<file path="config.mk">
export PLATFORM = sky130hd
export DESIGN_NAME = return_stack
export DESIGN_NICKNAME = d
export VERILOG_FILES = /design/src/rtl/return_stack.sv
export SDC_FILE = /design/constraint.sdc
export NUM_CORES = 1
export LEC_CHECK = 0
export ABC_AREA = 1
export CAP_MARGIN = 20
export CORE_MARGIN = 4
export CORE_UTILIZATION = 50
export DETAILED_ROUTE_END_ITERATION = 7
export PLACE_DENSITY = 0.68
export RECOVER_POWER = 50
export SLEW_MARGIN = 25
export SYNTH_ARGS = -nofsm -noshare
export SYNTH_HDL_FRONTEND = slang
export SYNTH_SLANG_ARGS = --single-unit
</file>
<file path="constraint.sdc">
create_clock -name CLK -period 3.5 [get_ports CLK]
set_input_delay 0.7 -clock CLK [delete_from_list [all_inputs] [get_ports CLK]]
set_output_delay 0.7 -clock CLK [all_outputs]
set_load 0.02 [all_outputs]
</file>
<file path="src/rtl/return_stack.sv">
// return_stack: call/return address stack with interrupt-frame tracking and sticky overflow/underflow flags.
module return_stack #(
    parameter int DEPTH = 16,
    parameter int AW = 16,
    localparam int PW = $clog2(DEPTH),
    localparam int LW = PW + 1
) (
    input  logic          CLK,
    input  logic          RSTn,
    input  logic          Push,
    input  logic          IntPush,
    input  logic          Pop,
    input  logic [AW-1:0] DiST,
    input  logic          ClrErr,
    output logic [AW-1:0] DoST,
    output logic          TopIsInt,
    output logic          Empty,
    output logic          Full,
    output logic [LW-1:0] Level,
    output logic [LW-1:0] IntDepth,
    output logic          InISR,
    output logic          Ovf,
    output logic          Udf
);
    logic [AW:0]   mem [DEPTH];
    logic [LW-1:0] level, int_depth;
    logic          ovf, udf;
    logic [PW-1:0] top_idx, wr_idx;
    logic [AW:0]   top;
    logic          eff_push, replace, do_push, do_pop, wr_en, inc, dec, ovf_ev, udf_ev;

    assign Empty    = level == '0;
    assign Full     = level == LW'(DEPTH);
    assign top_idx  = level[PW-1:0] - PW'(1);
    assign top      = mem[top_idx];
    assign DoST     = Empty ? '0 : top[AW-1:0];
    assign TopIsInt = !Empty && top[AW];
    assign eff_push = Push | IntPush;
    // push+pop on a non-empty stack rewrites the top in place, so it never overflows
    assign replace  = eff_push && Pop && !Empty;
    assign do_push  = eff_push && (Pop ? Empty : !Full);
    assign do_pop   = Pop && !eff_push && !Empty;
    assign ovf_ev   = eff_push && !Pop && Full;
    assign udf_ev   = Pop && Empty;
    assign wr_en    = do_push || replace;
    assign wr_idx   = replace ? top_idx : level[PW-1:0];
    assign inc      = wr_en && IntPush;
    assign dec      = (do_pop || replace) && top[AW];
    assign Level    = level;
    assign IntDepth = int_depth;
    assign InISR    = int_depth != '0;
    assign Ovf      = ovf;
    assign Udf      = udf;

    always_ff @(posedge CLK)
        if (wr_en) mem[wr_idx] <= {IntPush, DiST};

    always_ff @(posedge CLK or negedge RSTn) begin
        if (!RSTn) begin
            level     <= '0;
            int_depth <= '0;
            ovf       <= 1'b0;
            udf       <= 1'b0;
        end else begin
            level     <= level + LW'(do_push) - LW'(do_pop);
            int_depth <= int_depth + LW'(inc) - LW'(dec);
            ovf       <= ovf_ev || (ovf && !ClrErr);
            udf       <= udf_ev || (udf && !ClrErr);
        end
    end
endmodule

</file>
# Word-level counts from Yosys, hierarchy flattened
# Memories as Yosys holds them, arrays and structs flattened.
# Index checks and enable logic that the tools add are counted.
# Widths: inputs -> output; s select.
[totals] reg_bits=12 latchBits=0 ramBits=272 romBits=0 inputBits=22 word_cells=41 mem_count=1
[classes] n_addsub=5 n_mul=0 div=0 order_cmp=0 eq_ne=1 shift=0 n_mux=5 n_bitwise=1 reduce_logical=24
[mem_list] name="mem" depth=16 width=17 read_ports=1 rd_ports_with_merged_regs=0 wr=1 line="25" text="logic [AW:0] mem [DEPTH];"
[op_table] op="$mux 16" n=1
[op_table] op="$logic_and 1x1->1" n=13
[op_table] op="$add 5x1->5" n=2
[op_table] op="$sub 5x1->5" n=2
[op_table] op="$eq 5x5->1 const B" n=1
[op_table] op="$logic_not 1->1" n=5
[op_table] op="$logic_not 5->1" n=1
[op_table] op="$reduce_bool 5->1" n=1
[op_table] op="$logic_or 1x1->1" n=4
[op_table] op="$mux 4" n=1
[op_table] op="$sub 4x1->4 const B" n=1
[op_table] op="$mux 1" n=3
[op_table] op="$or 1x1->1" n=1

# Longest topological paths before layout
[depth] depth_word=8 ltp_mapped=21 ltp_nobuf=18

# Least setup slack after synthesis
# OpenSTA, ideal clock, no wires.
[synth_timing] path_type="reg2reg" from="reg level[0], in the netlist Level[0]" to="reg int_depth[4], in the netlist IntDepth[4]" arrival_time_ns=3.414 required_time_ns=3.421 slack_ns=0.007 path_stages_with_launch=21 path_buffers=4 period_less_slack_ns=3.493 path_cell_list="dfrtp_1 > inv_1 > buf_2 > buf_2 > ha_1 > buf_2 > inv_2 > clkbuf_1 > nand3_1 > nand3_1 > nand3_1 > nand2_1 > nor2_1 > ha_1 > inv_1 > ha_1 > fa_1 > a21oi_1 > nor2_1 > nor2_1 > xor2_1"
[synth_via] elab_chain_cells=8 word_cells_on_any_way=16 classes_between="3 x add/sub; 1 x eq/ne; 1 x mux; 10 x reduce/logical; 1 x memory"
[synth_lines] element="start, declared" line="26" text="logic [LW-1:0] level, int_depth;"
[synth_lines] element="start signal, assigned" line="65" text="level <= level + LW'(do_push) - LW'(do_pop);"
[synth_lines] element="$eq 5x5->1" line="33" text="assign Full = level == LW'(DEPTH);"
[synth_lines] element="$logic_not 1->1" line="41" text="assign do_push = eff_push && (Pop ? Empty : !Full);"
[synth_lines] element="$mux 1" line="41"
[synth_lines] element="$logic_and 1x1->1" line="41"
[synth_lines] element="$logic_or 1x1->1" line="45" text="assign wr_en = do_push || replace;"
[synth_lines] element="$logic_and 1x1->1" line="47" text="assign inc = wr_en && IntPush;"
[synth_lines] element="$add 5x1->5" line="66" text="int_depth <= int_depth + LW'(inc) - LW'(dec);"
[synth_lines] element="$sub 5x1->5 (*)" line="66"
[synth_lines] element="end signal, assigned" line="66"
[synth_lines] element="end, declared" line="26"
# Mark *: on every way between the ends. The rest lies on a longest branch, timed or not.

# Final worst setup path
[layout_timing] from="reg level[0], in the netlist Level[0]" to="out DoST[12]"
[layout_via] elab_chain_cells=3 word_cells_on_any_way=4 classes_between="1 x add/sub; 1 x mux; 1 x reduce/logical; 1 x memory"
[layout_lines] element="$sub 4x1->4" line="34" text="assign top_idx = level[PW-1:0] - PW'(1);"
[layout_lines] element="$mem_v2 16x17"
[layout_lines] element="$mux 16 (*)" line="36" text="assign DoST = Empty ? '0 : top[AW-1:0];"
[layout_lines] element="end, declared" line="15" text="output logic [AW-1:0] DoST,"
# Marked as above.

==> results.sh <==
export IMPL_vias_per_cell=5.434
export IMPL_synth_net_count=1069
export IMPL_core_region_area_mm2=0.02347
export IMPL_yosysWarnings=0
export IMPL_async_flop_share_pct=4.225
export IMPL_die_w_um=162.3
export IMPL_hold_path_end="Udf"
export IMPL_synth_commonest_cells="nand2_1, edfxtp_1, nand3_1"
export IMPL_ant_nets=0
export IMPL_cts_num_sinks=284
export IMPL_finalHoldViolations=0
export IMPL_period_needed_ns=3.396
export IMPL_max_freq_ghz=0.2945
export IMPL_hold_start="Udf"
export IMPL_final_cells=1449
export IMPL_initial_core_util_pct=50.74
export IMPL_cts_tree="yes"
export IMPL_synth_edf_count=272
export IMPL_ys_seq_elements=284
export IMPL_m1WireLength_mm=11.44
export IMPL_htree_levels=1
export IMPL_rsz0062_at_grt="false"
export IMPL_synthCells=1029
export IMPL_hpwlAfterDp_mm=15.86
export IMPL_r2r_start="Level[1]"
export IMPL_total_power_mw=14.43
export IMPL_irDropWorstVdd_mv=0.6115
export IMPL_synth_area_top_cells="edfxtp_1, nand2_1, nand3_1"
export IMPL_holdPathStages=2
export IMPL_grt_ovfl_total=0
export IMPL_synth_most_common_cell="nand2_1"
export IMPL_required_ns=2.80
export IMPL_drive_gt1_share_pct=10.44
export IMPL_worst_path_max_fanout=22
export IMPL_setup_viol=0
export IMPL_grt_pass1_wl_mm=42.50
export IMPL_p_leak_nw=5.287
export IMPL_synth_flop_cell="edfxtp_1"
export IMPL_routed_wl_mm=27.13
export IMPL_insertedDiodeCount=0
export IMPL_r2r_setup_slack_ns=0.35
export IMPL_avgSynthCellArea_um2=11.57
export IMPL_synthToLayoutAreaGrowth_pct=17.75
export IMPL_worstSetupPathType="reg2out"
export IMPL_finalCritPeriodShare_pct=97.02
export IMPL_dr_max_layer_used="met4"
export IMPL_cap_violations=0
export IMPL_clk_latency_ns=0.53
export IMPL_cts_root_buf="clkbuf_16"
export IMPL_placed_cells=1394
export IMPL_yosysTopAreaCellShare_pct=68.59
export IMPL_timing_hold_ws_ns=0.5480
export IMPL_arrival_ns=2.70
export IMPL_final_max_slew_viol_count=0
export IMPL_status="completed"
export IMPL_rows=56
export IMPL_cts_buffers=28
export IMPL_antenna_found_initial=0
export IMPL_ys_types=26
export IMPL_grt_use_total_pct=20.56
export IMPL_vias=7874
export IMPL_wl_met3_mm=1.775
export IMPL_drc=0
export IMPL_io_buffer_count=53
export IMPL_clock_skew_ns=0.009991
export IMPL_cts_buffer_depth=3
export IMPL_drtIter0Drc=754
export IMPL_synth_largest_area_cell="edfxtp_1"
export IMPL_dieHeight_um=162.3
export IMPL_syn_area_mm2=0.01191
export IMPL_min_path_type="reg2reg"
export IMPL_synth_seq_area_share_pct=71.11
export IMPL_powerDensity_mw_per_mm2=1029
export IMPL_grt_start_max_net_pins=105
export IMPL_fill_cells=1880
export IMPL_pin_count=54
export IMPL_place_gp_congestion=0.8096
export IMPL_fin_tns_setup_ns=0
export IMPL_crit_path_end_kind="primary output"
export IMPL_clk_pin_slew_ns=0.06
export IMPL_nets=1148
export IMPL_die_area_mm2=0.02635
export IMPL_slew_headroom_pct=50.12
export IMPL_post_drt_wl_per_cell_um=18.72
export IMPL_reg2reg_depth=16
export IMPL_first_global_vias=7713
export IMPL_reg2reg_to="IntDepth[4]"
export IMPL_worstSetupStartpointType="flop"
export IMPL_first_pass_iters=6
export IMPL_tightest_slew_ns=0.7481
export IMPL_met2_length_mm=13.28
## kinds of logic after synthesis
| family | share of synthesized area, % |
|---|---|
| buffers and inverters | 3.015 |
| AND/OR/NAND/NOR | 21.01 |
| adder cells (fa/ha/maj) | 2.017 |
| flip-flops | 71.11 |
| XOR/XNOR | 1.051 |
| AO/OA/AOI/OAI | 1.797 |
## layout by cell type, fill, tap and decap left out, types with 3 or more instances in the layout
cell type	instances
clkbuf_1	4
nor2_1	44
buf_12	5
buf_4	43
nand3_1	200
nor2_2	17
nand2_1	332
clkinv_2	5
nand2_2	3
inv_1	20
clkinv_1	9
a21oi_1	36
dlygate4sd2_1	16
edfxtp_1	272
bufinv_16	5
xor2_1	6
ha_1	15
dfrtp_1	11
clkbuf_16	29
clkdlybuf4s50_1	7
dlygate4sd3_1	29
## cell type report
cell class                 instances  area [µm²]  share of cell area, %
tap                              319       399.1                  2.846
sequential                       284        8472                  60.42
timing repair buffer             104       962.2                  6.862
multi-input combinational        666        3134                  22.35
clock inverter                    20       222.7                  1.588
clock buffer                      32       737.0                  5.256
inverter                          24       95.09                 0.6781
## per-layer routing
metal,vias to the layer above,track usage (%)
met3,51,2.404
met1,3814,28.53
met2,273,34.26
met4,0,6.882
met5,-,0
li1,3736,-
## per-stage QoR
stage,utilization (%),worst slack (ns),cell area [µm²]
final,59.74,0.1042,14020
after global routing,59.74,0.007805,14020
after CTS,59.74,0.001847,14020
after detailed placement,55.60,0.1968,13050
after global placement,55.60,0.2853,13050
after floorplan,-,0.006586,11910
## how the worst max path moves through the flow
stage / from / to
2_1_floorplan: Level[0] / IntDepth[4]
3_3_place_gp: Level[1] / IntDepth[4]
3_5_place_dp: Level[1] / IntDepth[4]
4_1_cts: Level[1] / DoST[5]
5_1_grt: Level[0] / DoST[12]
6_report: Level[0] / DoST[12]
## critical path: stages, from the launching register on
cell and delay, ns:
dfrtp_4 0.52, inv_4 0.11, ha_4 0.23, inv_4 0.13
buf_12 0.19, buf_4 0.20, nand3_1 0.09, nand3_1 0.09
nand2_1 0.06, nor2_1 0.13, nor2_1 0.08, dlygate4sd2_1 0.33
## sequential cells by signal, indices dropped and copies added, names as in the netlist
name / cells
Ovf: 1
Level: 5
mem: 272
Udf: 1
IntDepth: 5
## timing repair
item / in CTS / in global routing
hold buffers: 0 / 0
buffers inserted: 3 / 0
resized for setup: 20 / 1
endpoints found under the setup margin: 17 / 1
pin swaps: 2 / 0
## where the power goes
part	internal (mW)	switching (mW)	leakage [nW]
Clock	1.87	1.22	0.472
Sequential	4.21	0.128	2.60
Combinational	2.37	4.64	2.21
(Power assumes the default switching activity.)
